File: src/rtl/fifo_state_cal.sv
// fifo_state_cal: FIFO state register, head/tail pointers, occupancy count, register-file enables and status flags
module fifo_state_cal #(
  parameter int DEPTH = 8,
  parameter int AW = 3,
  parameter int CW = 4
) (
  input  logic          clk,
  input  logic          reset_n,
  input  logic [2:0]    next_state,
  output logic [2:0]    state,
  output logic [CW-1:0] data_count,
  output logic [AW-1:0] head,
  output logic [AW-1:0] tail,
  output logic          we,
  output logic          re,
  output logic          full,
  output logic          empty,
  output logic          wr_ack,
  output logic          wr_err,
  output logic          rd_ack,
  output logic          rd_err
);
  typedef enum logic [2:0] {
    INIT = 3'b000, NO_OP = 3'b001, WRITE = 3'b010,
    WR_ERROR = 3'b011, READ = 3'b100, RD_ERROR = 3'b101
  } state_t;
  logic [2:0] ns_legal;
  logic do_wr, do_rd;
  // Unused encodings (and unknowns) collapse to NO_OP so nothing moves.
  always_comb begin
    ns_legal = NO_OP;
    case (next_state)
      INIT, NO_OP, WRITE, WR_ERROR, READ, RD_ERROR: ns_legal = next_state;
      default: ns_legal = NO_OP;
    endcase
  end
  assign do_wr = (next_state == WRITE) && (data_count < CW'(DEPTH));
  assign do_rd = (next_state == READ) && (data_count != '0);
  assign we    = do_wr && reset_n;
  assign re    = do_rd && reset_n;
  assign full  = data_count == CW'(DEPTH);
  assign empty = data_count == '0;
  always_ff @(posedge clk or negedge reset_n) begin
    if (!reset_n) begin
      state      <= INIT;
      head       <= '0;
      tail       <= '0;
      data_count <= '0;
      wr_ack     <= 1'b0;
      wr_err     <= 1'b0;
      rd_ack     <= 1'b0;
      rd_err     <= 1'b0;
    end else begin
      state      <= ns_legal;
      tail       <= do_wr ? tail + 1'b1 : tail;
      head       <= do_rd ? head + 1'b1 : head;
      data_count <= do_wr ? data_count + 1'b1 : do_rd ? data_count - 1'b1 : data_count;
      wr_ack     <= do_wr;
      rd_ack     <= do_rd;
      wr_err     <= ns_legal == WR_ERROR;
      rd_err     <= ns_legal == RD_ERROR;
    end
  end
endmodule

File: config.mk
export PLATFORM = sky130hd
export DESIGN_NAME = fifo_state_cal
export DESIGN_NICKNAME = d
export VERILOG_FILES = /design/src/rtl/fifo_state_cal.sv
export SDC_FILE = /design/constraint.sdc
export NUM_CORES = 1
export LEC_CHECK = 0
export CAP_MARGIN = 20
export CORE_MARGIN = 2
export CORE_UTILIZATION = 30
export CTS_CLUSTER_DIAMETER = 80
export DETAILED_ROUTE_END_ITERATION = 10
export PLACE_DENSITY = 0.62
export RECOVER_POWER = 25
export SYNTH_ARGS = -nofsm -noshare
export SYNTH_HDL_FRONTEND = slang
export SYNTH_SLANG_ARGS = --single-unit
File: constraint.sdc
create_clock -name clk -period 3.1 [get_ports clk]
set_clock_uncertainty 0.1 [all_clocks]
set_input_delay 0.465 -clock clk [delete_from_list [all_inputs] [get_ports clk]]
set_output_delay 0.465 -clock clk [all_outputs]
set_load 0.1 [all_outputs]
==> qor.yml, run 1 <==
sta:
  setup_viol: 0
  fin_tns_setup_ns: 0
  fmax_ghz: 0.374
  final-hold-violation-count: 0
  grt_setup_unrepaired: "false"
  worst_pin_slew_ns: 0.922
  fin_hold_ws_ns: 0.374
  slew_violations: 0
  fin_crit_sh_pct: 86.2
  maxSlewHeadroom_pct: 38.5
  fin_crit_ns: 2.67
place:
  place_area_sq_mm: 0.00110
  place_congestion: 0.719
  port_buffers: 25
  dp_hpwl_mm: 1.18
final_layout:
  regArea_sq_um: 435
  multi_input_area_sq_um: 350
  drive_gt1_share_pct: 39.4
  fin_nets: 109
  fillers: 249
  n_antenna_cell: 0
  design_area_sq_mm: 0.00112
  synthToLayoutAreaGrowth_pct: 37.3
global_routing:
  antenna_found_initial: 0
  grt_pass1_vias: 574
  grt_util_all_layers_pct: 10.8
  grt_pass1_wl_mm: 2.66
  grt_max_degree: 19
  grt-ovfl-total: 0
drt:
  met3WireLength_um: 72
  drt-initial-drc-count: 6
  drc_errors: 0
  postRouteAntennaNets: 0
  viasPerCell: 4.60
  drt_wl_total_mm: 1.51
  top_layer: "met4"
  wl_per_cell_um: 11.7
  wl_met1_um: 673
  met2WireLength_um: 736
  vias: 594
  dr.pass1.iters: 4
floorplanning:
  fp.dieH_um: 56.1
  io_pins: 26
  initial_core_util_pct: 32.3
  die_area_sq_mm: 0.00315
  rows: 18
  die_w_um: 56.1
  core_sq_mm: 0.00252
logic_synthesis:
  synthesis.nets: 79
  synth_warnings: 0
  ys_seq_elements: 17
  yosys.cell_types.count: 27
  syn-instance-count: 70
  synth_seq_area_share_pct: 52.1
  syn_area_per_cell_sq_um: 11.7
  synth_area_sq_um: 816
cts:
  cts.repair.resized: 0
  clock_sinks: 17
  clkLatencyLatePin_ns: 0.30
  cts-root-buf: "clkbuf_4"
  max-clock-path-buffers: 2
  tritoncts: "done"
  cts.clk_slew.worst_paths_ns: 0.09
  cts_hold_buf: 0
  post_cts_buffers: 0
  numCtsBuffers: 3
  htree_levels: 1
setup_path:
  max_stage_delay_ns: 0.69
  end_kind: "primary output"
  required_ns: 2.53
  arrival_ns: 2.11
  path_class: "primary input to primary output"
  rrSetupSlack_ns: 0.76
  worstPathMaxFanout: 18
  slowest_stage: "clkbuf_1"
  startpoint_type: "primary input"
  path_cells: "clkdlybuf4s50_1, clkbuf_1, and2_4, buf_12"
worst_hold_path:
  min_path_type: "flop to flop"
job:
  maxCapViolCount: 0
run_status:
  status: "finished, final reports clean"
-- routing by layer --
layer / vias to the layer above / GRT usage [%]
li1: 296 / -
met1: 282 / 13.2
met2: 12 / 17.3
met3: 4 / 3.95
met4: 0 / 4.08
met5: - / 0
-- area by class of cell --
type	count	area share [%]
sequential	17	38.9
clock buffer	3	2.01
timing repair buffer	28	21.6
inverter	4	2.46
clock inverter	1	0.447
tap	30	3.35
multi-input combinational	46	31.3
-- layout by cell type, fill, tap and decap left out, types with 2 or more instances in the layout --
master,count
buf_12,2
o21ai_0,2
or3_1,2
xnor2_1,6
dfrtp_1,13
clkdlybuf4s50_1,4
inv_1,3
nor2_1,3
buf_4,21
nand2_1,8
dfrtp_4,2
nor4_1,2
clkbuf_4,3
dfrtp_2,2
ha_1,4
and2_1,2
a21oi_1,3
-- cells by family after synthesis --
group / count (synthesis) / synth area share (%)
multiplexers: 1 / 1.38
buffers and inverters: 7 / 8.90
XOR/XNOR: 6 / 6.44
AND/OR/NAND/NOR: 25 / 16.4
AO/OA/AOI/OAI: 9 / 7.36
adder cells (fa/ha/maj): 5 / 7.36
flip-flops: 17 / 52.1
-- state kept, by name, summed over array words and instances (netlist names) --
signal / cells
state: 3
tail: 3
wr_ack: 1
rd_ack: 1
wr_err: 1
rd_err: 1
head: 3
data_count: 4
-- synth_stat cells --
library cell  count  share of area, %
nand2b_1          1              0.77
a21o_2            1               1.1
dfrtp_1          17                52
maj3_1            1               1.2
nand2_1           8               3.7
mux2_2            1               1.4
nand3_1           1              0.61
nor4_1            3               2.3
inv_1             3               1.4
a221oi_1          1               1.1
o31a_1            1               1.1
and2_1            3               2.3
or3_1             2               1.5
or4b_1            1               1.2
nor4b_1           1               1.1
o21ai_2           1               1.1
a21oi_1           3               1.8
nor2_1            3               1.4
o21ai_0           2               1.2
xnor2_1           6               6.4
buf_6             1               1.4
clkinv_8          1               2.0
nor3_1            1              0.61
buf_12            1               2.5
ha_1              4               6.1
clkbuf_8          1               1.7
and2_2            1              0.92
-- worst paths after layout --
path                                      end  depth (start not counted)          start
worst min-delay path                  head[2]                          1        head[2]
min in group asynchronous       data_count[2]                          2        reset_n
worst max register to register  data_count[3]                          6  data_count[3]
worst min register to register        head[2]                          1        head[2]
worst max-delay path                       re                          4        reset_n
max in group asynchronous       data_count[1]                          2        reset_n
-- critical path, delay by kind of cell --
kind	cells	cell delay [ns]
buffers and inverters	3	1.33
AND/OR/NAND/NOR	1	0.30
-- through the flow --
stage,worst slack (ns),utilization (%),std cells
final,0.428,44.4,129
after global routing,0.205,44.4,129
after CTS,0.436,44.5,129
after detailed placement,0.205,43.5,125
after global placement,0.277,43.5,125
after floorplan,-0.00161,-,70
Power of run 1 is not shown: default switching activity piles up to over one toggle a cycle in this logic, so the estimate is an artifact.
==> run 2, diff against run 1 <==
--- a/config.mk
+++ b/config.mk
@@ -7,10 +7,10 @@
 export LEC_CHECK = 0
 export CAP_MARGIN = 20
 export CORE_MARGIN = 2
-export CORE_UTILIZATION = 30
+export CORE_UTILIZATION = 44
 export CTS_CLUSTER_DIAMETER = 80
 export DETAILED_ROUTE_END_ITERATION = 10
-export PLACE_DENSITY = 0.62
+export PLACE_DENSITY = 0.83
 export RECOVER_POWER = 25
 export SYNTH_ARGS = -nofsm -noshare
 export SYNTH_HDL_FRONTEND = slang
==> constraint.sdc (replaced) <==
create_clock -name clk -period 2.74 [get_ports clk]
set_clock_uncertainty 0.1 [all_clocks]
set_input_delay 0.411 -clock clk [delete_from_list [all_inputs] [get_ports clk]]
set_output_delay 0.411 -clock clk [all_outputs]
set_load 0.1 [all_outputs]
==> run 2 against run 1 <==
  * Sequential share of layout area shrank 1.1 points
  * Critical path type unchanged
  * Utilization grew 22 points
  * Global-route usage grew 5.0 points
==> qor.yml, run 2 (synthesis gave the netlist of run 1 again) <==
setup_path:
  slowest_stage: "clkdlybuf4s50_1"
  worstPathMaxFanout: 8
  max_stage_delay_ns: 0.51
  end_kind: "primary output"
  worst-path-buf-inv: 4
  arrival_ns: 2.00
  path_class: "primary input to primary output"
  path_cells: "clkdlybuf4s50_1, or4b_1, buf_4, clkinv_8, and2_2, buf_12"
  crit_family: "buffers and inverters"
  required_ns: 2.23
  startpoint_type: "primary input"
floorplanning:
  io_pins: 26
  fp.dieH_um: 47.1
  core_sq_mm: 0.00173
  die_w_um: 47.1
  die_area_sq_mm: 0.00221
  rows: 15
  initial_core_util_pct: 47.2
drt:
  vias: 615
  viasPerCell: 4.84
  postRouteAntennaNets: 0
  wl_per_cell_um: 12.2
  drt-initial-drc-count: 9
  drc_errors: 0
  drt_wl_total_mm: 1.55
  dr.pass1.iters: 4
cts:
  htree_levels: 1
  post_cts_buffers: 0
  max-clock-path-buffers: 2
  clock_sinks: 17
  cts.repair.resized: 0
  clkLatencyLatePin_ns: 0.28
  cts_hold_buf: 0
  tritoncts: "done"
  cts.clk_slew.worst_paths_ns: 0.09
  numCtsBuffers: 3
  cts-root-buf: "clkbuf_4"
final_layout:
  n_antenna_cell: 0
  drive_gt1_share_pct: 42.2
  mostFrequentLayoutCells: "buf_4, dfrtp_1, nand2_1, xnor2_1, ha_1"
  regArea_sq_um: 435
  design_area_sq_mm: 0.00115
  largest_reg_flops: 4
  fillers: 146
  regMostFlops: "data_count"
  multi_input_area_sq_um: 367
  fin_nets: 112
  synthToLayoutAreaGrowth_pct: 41.3
  final_common_cell: "buf_4"
place:
  place_area_sq_mm: 0.00113
  place_congestion: 0.721
  dp_worst_setup_slack_ns: 0.0442
  port_buffers: 25
  dp_hpwl_mm: 1.24
global_routing:
  grt_util_all_layers_pct: 15.8
  antenna_found_initial: 0
  grt_max_degree: 11
  grt_pass1_wl_mm: 2.44
  grt-ovfl-total: 0
  grt_pass1_vias: 539
run_status:
  status: "finished, final reports clean"
job:
  maxCapViolCount: 0
sta:
  fin_crit_sh_pct: 91.8
  final-hold-violation-count: 0
  maxSlewHeadroom_pct: 68.1
  grt_setup_unrepaired: "false"
  slew_violations: 0
  fin_crit_ns: 2.52
  fmax_ghz: 0.398
  setup_viol: 0
  worst_slack_ns: 0.225
  worst_pin_slew_ns: 0.478
  fin_hold_ws_ns: 0.378
worst_hold_path:
  min_path_type: "flop to flop"
-- run 2: worst paths after layout --
path | startpoint | endpoint | slack (ns) | cells after the start
min in group asynchronous | reset_n | tail[2] | 0.52 | 2
setup reg to reg | data_count[3] | data_count[3] | 0.48 | 6
hold reg to reg | head[2] | head[2] | 0.38 | 1
setup / recovery | next_state[1] | we | 0.22 | 6
hold / removal | head[2] | head[2] | 0.38 | 1
max in group asynchronous | reset_n | data_count[0] | 1.65 | 2
-- run 2: cell type report --
cell class,instances,share of cell area [%]
clock buffer,4,2.28
inverter,4,2.82
multi-input combinational,46,31.8
sequential,17,37.8
tap,25,2.71
timing repair buffer,31,22.6
-- run 2: worst register-to-register path, cell delays in order (launching register included) --
cell	delay, ns
dfrtp_2	0.47
or4b_1	0.51
ha_1	0.33
o21ai_0	0.11
o21ai_2	0.09
o31a_1	0.23
or3_1	0.30
-- run 2: per-layer routing --
layer / track usage (%) / vias to the layer above / wire length [um] / part of all wire, %
met5: 0 / - / 0 / 0
met4: 5.00 / 0 / 18 / 1.2
met3: 4.62 / 2 / 50 / 3.2
met2: 25.8 / 15 / 812 / 52
met1: 20.3 / 293 / 671 / 43
li1: - / 305 / - / -
-- run 2: through the flow --
stage / TNS (ns) / std cells / util, %
after floorplan: -0.639 / 70 / -
after global placement: 0 / 123 / 65.7
after detailed placement: 0 / 123 / 65.7
after CTS: 0 / 127 / 67.2
after global routing: 0 / 127 / 66.7
final: 0 / 127 / 66.7
Power of run 2 is left out for the same reason.
